`config.mk`:
```
export PLATFORM = sky130hd
export DESIGN_NAME = shift_add_mult_ctrl
export DESIGN_NICKNAME = d
export VERILOG_FILES = /design/src/rtl/mult_pkg.sv /design/src/rtl/step_counter.sv /design/src/rtl/shift_add_mult_ctrl.sv
export SDC_FILE = /design/constraint.sdc
export NUM_CORES = 1
export LEC_CHECK = 0
export CAP_MARGIN = 25
export CORE_AREA = 10 10 47 49
export DETAILED_ROUTE_END_ITERATION = 16
export DIE_AREA = 0 0 57 59
export PLACE_DENSITY = 0.64
export SYNTH_ARGS = -nofsm -noshare
export SYNTH_HDL_FRONTEND = slang
export SYNTH_HIERARCHICAL = 1
export SYNTH_SLANG_ARGS = --single-unit
```
`constraint.sdc`:
```
create_clock -name Clk -period 4.1 [get_ports Clk]
set_clock_uncertainty 0.1 [all_clocks]
set_input_delay 0.82 -clock Clk [delete_from_list [all_inputs] [get_ports Clk]]
set_output_delay 0.82 -clock Clk [all_outputs]
set_load 0.01 [all_outputs]
```
`src/rtl/mult_pkg.sv`:
```
// rtl/mult_pkg.sv - shared state type and sizing helpers for the shift-add multiplier controller
package mult_pkg;

  localparam int DEFAULT_WIDTH = 8;

  typedef enum logic [1:0] {
    IDLE  = 2'd0,
    EVAL  = 2'd1,
    SHIFT = 2'd2,
    HOLD  = 2'd3
  } mult_state_t;

  function automatic int cnt_w(input int width);
    return (width < 2) ? 1 : $clog2(width);
  endfunction

endpackage

```
`src/rtl/step_counter.sv`:
```
// rtl/step_counter.sv - load-zero / increment counter with a terminal-value flag
module step_counter #(
  parameter int           W    = 3,
  parameter logic [W-1:0] TERM = '1
) (
  input  logic         Clk,
  input  logic         Reset_n,
  input  logic         clr_i,
  input  logic         inc_i,
  output logic [W-1:0] cnt_o,
  output logic         last_o
);

  logic [W-1:0] cnt_q, cnt_d;

  always_comb begin
    cnt_d = cnt_q;
    if (clr_i) begin
      cnt_d = '0;
    end else if (inc_i) begin
      cnt_d = cnt_q + W'(1);
    end
  end

  always_ff @(posedge Clk) begin
    if (!Reset_n) begin
      cnt_q <= '0;
    end else begin
      cnt_q <= cnt_d;
    end
  end

  assign cnt_o  = cnt_q;
  assign last_o = (cnt_q == TERM);

endmodule

```
`src/rtl/shift_add_mult_ctrl.sv`:
```
// rtl/shift_add_mult_ctrl.sv - step-counted shift-add multiplier sequencer with signed mode
// Define MULT_CTRL_OP_COUNT_EN to add the Op_Count output (number of Add/Sub cycles).
module shift_add_mult_ctrl
  import mult_pkg::*;
#(
  parameter int WIDTH = DEFAULT_WIDTH
) (
  input  logic Clk,
  input  logic Reset_n,
  input  logic Run,
  input  logic ClearA_LoadB,
  input  logic Signed_Mode,
  input  logic M,
  output logic Clr_Ld,
  output logic Shift,
  output logic Add,
  output logic Sub,
  output logic ClearA,
  output logic Busy,
  output logic Done
`ifdef MULT_CTRL_OP_COUNT_EN
  ,
  output logic [$clog2(WIDTH+1)-1:0] Op_Count
`endif
);

  localparam int            CW        = cnt_w(WIDTH);
  localparam logic [CW-1:0] LAST_STEP = CW'(WIDTH - 1);

  mult_state_t   state_q, state_d;
  logic          mode_q, mode_d;
  logic [CW-1:0] step_cnt;
  logic          last;
  logic          start;
  logic          step_inc;

  assign start    = (state_q == IDLE) && Run;
  // The counter stops at the last step so it never wraps into a second pass.
  assign step_inc = !last && (((state_q == EVAL) && !M) || (state_q == SHIFT));
  assign mode_d   = start ? Signed_Mode : mode_q;

  step_counter #(
    .W    (CW),
    .TERM (LAST_STEP)
  ) u_step (
    .Clk     (Clk),
    .Reset_n (Reset_n),
    .clr_i   (start),
    .inc_i   (step_inc),
    .cnt_o   (step_cnt),
    .last_o  (last)
  );

  always_ff @(posedge Clk) begin
    if (!Reset_n) begin
      state_q <= IDLE;
      mode_q  <= 1'b0;
    end else begin
      state_q <= state_d;
      mode_q  <= mode_d;
    end
  end

  always_comb begin
    state_d = state_q;
    case (state_q)
      IDLE:    if (Run) state_d = EVAL;
      EVAL: begin
        if (M)         state_d = SHIFT;
        else if (last) state_d = HOLD;
      end
      SHIFT:   state_d = last ? HOLD : EVAL;
      HOLD:    if (!Run) state_d = IDLE;
      default: state_d = IDLE;
    endcase
  end

  // Held reset keeps A and X cleared so the datapath never sees a stale strobe.
  always_comb begin
    Clr_Ld = 1'b0;
    Shift  = 1'b0;
    Add    = 1'b0;
    Sub    = 1'b0;
    ClearA = 1'b0;
    Busy   = 1'b0;
    Done   = 1'b0;
    if (!Reset_n) begin
      ClearA = 1'b1;
    end else begin
      case (state_q)
        IDLE: begin
          if (Run) begin
            ClearA = 1'b1;
          end else begin
            Clr_Ld = ClearA_LoadB;
            ClearA = ClearA_LoadB;
          end
        end
        EVAL: begin
          Busy = 1'b1;
          if (M) begin
            if (last && mode_q) Sub = 1'b1;
            else                Add = 1'b1;
          end else begin
            Shift = 1'b1;
          end
        end
        SHIFT: begin
          Busy  = 1'b1;
          Shift = 1'b1;
        end
        HOLD:    Done = 1'b1;
        default: ;
      endcase
    end
  end

  step_cnt_bound: assert property (@(posedge Clk) disable iff (!Reset_n) step_cnt <= LAST_STEP);

`ifdef MULT_CTRL_OP_COUNT_EN
  logic op_last;

  step_counter #(
    .W    ($clog2(WIDTH+1)),
    .TERM ($clog2(WIDTH+1)'(WIDTH))
  ) u_ops (
    .Clk     (Clk),
    .Reset_n (Reset_n),
    .clr_i   (start),
    .inc_i   ((Add | Sub) && !op_last),
    .cnt_o   (Op_Count),
    .last_o  (op_last)
  );
`endif

endmodule

```
==> impl_metrics.json <==
{
  "period_share": 0.779,
  "power.leakage_nw": 0.238,
  "status": "complete, no violations",
  "async_flop_share": 0,
  "hold_viol_final": 0,
  "cts_sinks": 6,
  "place_inst": 74,
  "drive_gt1_frac": 0.0656,
  "postCtsHoldBufs": 0,
  "post_cts_resized": 0,
  "core_mm2": 0.00140,
  "p_int_mw": 0.194,
  "tightestPinTransition_ps": 288,
  "drc": 0,
  "synth_cells": 46,
  "fp.dieArea_mm2": 0.00336,
  "gp_congestion": 0.710,
  "crit_path_end_kind": "primary output",
  "cts-root-buf": "clkbuf_4",
  "synth_area_per_cell_um2": 8.87,
  "setup_viol": 0,
  "hold_depth": 2,
  "synth_common_cells": "6 x dfxtp_1, 6 x ha_1, 6 x nor2_1",
  "vias": 362,
  "worstReg2RegEnd": "state_q[1]",
  "syn-num-nets": 58,
  "finalSetupTns_ps": 0,
  "ys.flop_type": "dfxtp_1",
  "ys_seq_area_frac": 0.294,
  "dp.final_hpwl_um": 751,
  "grt_overflow": 0,
  "synth_edf_count": 0,
  "clkTransAtPathRegs_ps": 40,
  "grt_pass1_wl_mm": 1.53,
  "worstSetupPathType": "in -> out",
  "cts_buffers": 3,
  "dieHeight_um": 59,
  "final_cells": 77,
  "syn-cell-area_um2": 408,
  "synthDistinctLibCells": 20,
  "ys_seq_elements": 6,
  "seqPwrFrac": 0.293,
  "grt_pass1_vias": 351,
  "fillers": 149,
  "cp-start-kind": "input pin",
  "hold_start": "u_step/cnt_o[2]",
  "antennaDiodeCount": 0,
  "crit_fanout": 9,
  "initial_utilization": 0.291,
  "synth_top_area_share": 0.294,
  "routed_wl_um": 886,
  "synth_area_leader_cell": "dfxtp_1",
  "io_buffers": 12,
  "max_freq_mhz": 313,
  "fin_nets": 75,
  "area_growth_syn_to_layout_pct": 39.9,
  "ios": 13,
  "via_per_inst": 4.70,
  "cts_tree": "yes",
  "antenna_found_initial": 0,
  "arrival_ps": 2270,
  "ff2ff_path_depth": 5,
  "rsz0062_at_grt": "no",
  "cts_buffer_depth": 2,
  "cap_violations": 0,
  "switching_share": 0.363,
  "peakVddDrop_mv": 0.137,
  "final_area_um2": 571,
  "rows": 14,
  "slew_headroom": 0.802,
  "die-width_um": 57,
  "drtAntennaViolNets": 0,
  "p_switching_mw": 0.111,
  "combPwrFrac": 0.534,
  "r2r-start": "u_step/cnt_o[0]",
  "r2r_slack_ps": 2350,
  "drtIter0Drc": 4,
  "period_minus_slack_ps": 3190,
  "grt_max_degree": 10,
  "placed_cell_area_um2": 548,
  "grt_usage": 0.0564,
  "yosysWarnings": 6,
  "drtPass1Iterations": 4,
  "whs_endpoint": "u_step/cnt_o[2]",
  "cts_setup_buffers": 0,
  "clockPowerShare": 0.173,
  "clkLatencyLatePin_ps": 240,
  "cts_htree_levels": 1,
  "critPathRequiredTime_ps": 3180,
  "p_per_area_mw_per_mm2": 535,
  "wl_per_cell_um": 11.5,
  "synth.area.top_cells": "dfxtp_1 29%, ha_1 18%, mux2i_1 9.8%",
  "hold_class": "reg -> reg",
  "utilization": 0.407,
  "slew_viol_final": 0
}
[metal layers]
metal | vias up | global-route usage | wire, µm
met5 | - | 0 | 0
met2 | 14 | 0.0899 | 413
li1 | 189 | - | -
met3 | 0 | 0.0408 | 90
met4 | 0 | 0.0201 | 0
met1 | 159 | 0.0565 | 382
[power groups by stage]
stage | registers, mW | clock network [mW] | logic (mW)
final | 0.0893 | 0.0528 | 0.163
after global routing | 0.0929 | 0.0604 | 0.185
after CTS | 0.0898 | 0.0557 | 0.165
after detailed placement | 0.0909 | 0 | 0.164
after global placement | 0.0906 | 0 | 0.163
after floorplan | 0.0871 | 0 | 0.113
[layout by cell type, fill, tap and decap left out]
| master | netlist | layout |
|---|---|---|
| ha_1 | 6 | 6 |
| nor2b_1 | 3 | 3 |
| xnor2_1 | 1 | 1 |
| inv_1 | 2 | 2 |
| nor4b_1 | 1 | 1 |
| or3b_4 | 1 | 1 |
| clkbuf_4 | 0 | 3 |
| and3_1 | 1 | 1 |
| and2_1 | 3 | 3 |
| mux2i_1 | 4 | 4 |
| o21ai_0 | 1 | 1 |
| nand2b_1 | 1 | 1 |
| and4b_1 | 1 | 1 |
| nand2_1 | 3 | 3 |
| a21oi_1 | 2 | 2 |
| dfxtp_1 | 6 | 6 |
| nand4_1 | 1 | 1 |
| clkdlybuf4s50_1 | 0 | 12 |
| nand3_1 | 1 | 1 |
| nor2_1 | 6 | 6 |
| a31o_1 | 1 | 1 |
| nor3b_1 | 1 | 1 |
[worst max-delay path, stage by stage]
cell and delay, ps:
clkdlybuf4s50_1 610, and2_1 180, nor2b_1 130, clkdlybuf4s50_1 540
[state kept, by name (all words and copies together), names as in the netlist]
register / cells
mode_q: 1
state_q: 2
u_step/cnt_o: 3
[worst max path at each step]
stage	from	depth (start not counted)	end
4_1_cts	Reset_n	4	Shift
5_1_grt	Reset_n	4	Add
3_5_place_dp	Reset_n	4	Shift
3_3_place_gp	Reset_n	4	Shift
6_report	Reset_n	4	Shift
2_1_floorplan	Reset_n	2	Shift
[metrics by stage]
step | hold WS [ps] | worst slack [ps] | power, mW
after CTS | 421 | 891 | 0.310
after detailed placement | 411 | 897 | 0.255
after global routing | 451 | 767 | 0.339
after global placement | 384 | 922 | 0.254
final | 408 | 905 | 0.305
after floorplan | 365 | 1960 | 0.200
[cell type report]
cell class	instances	area [µm²]	share of cell area
multi-input combinational	38	280	0.491
sequential	6	120	0.211
timing repair buffer	12	120	0.211
clock buffer	3	22.5	0.0395
tap	16	20.0	0.0351
inverter	2	7.51	0.0132
[cell families (layout without fill, tap and decap cells)]
group | count (synthesis) | count (layout) | share of synthesized area
adders and majority gates | 6 | 6 | 0.184
AOI/OAI and AO/OA | 4 | 4 | 0.0583
DFF | 6 | 6 | 0.294
buffers and inverters | 2 | 17 | 0.0184
xor gates and xnor gates | 1 | 1 | 0.0215
muxes | 4 | 4 | 0.0982
and+or+nand+nor | 23 | 23 | 0.325
(Power assumes the default switching activity.)
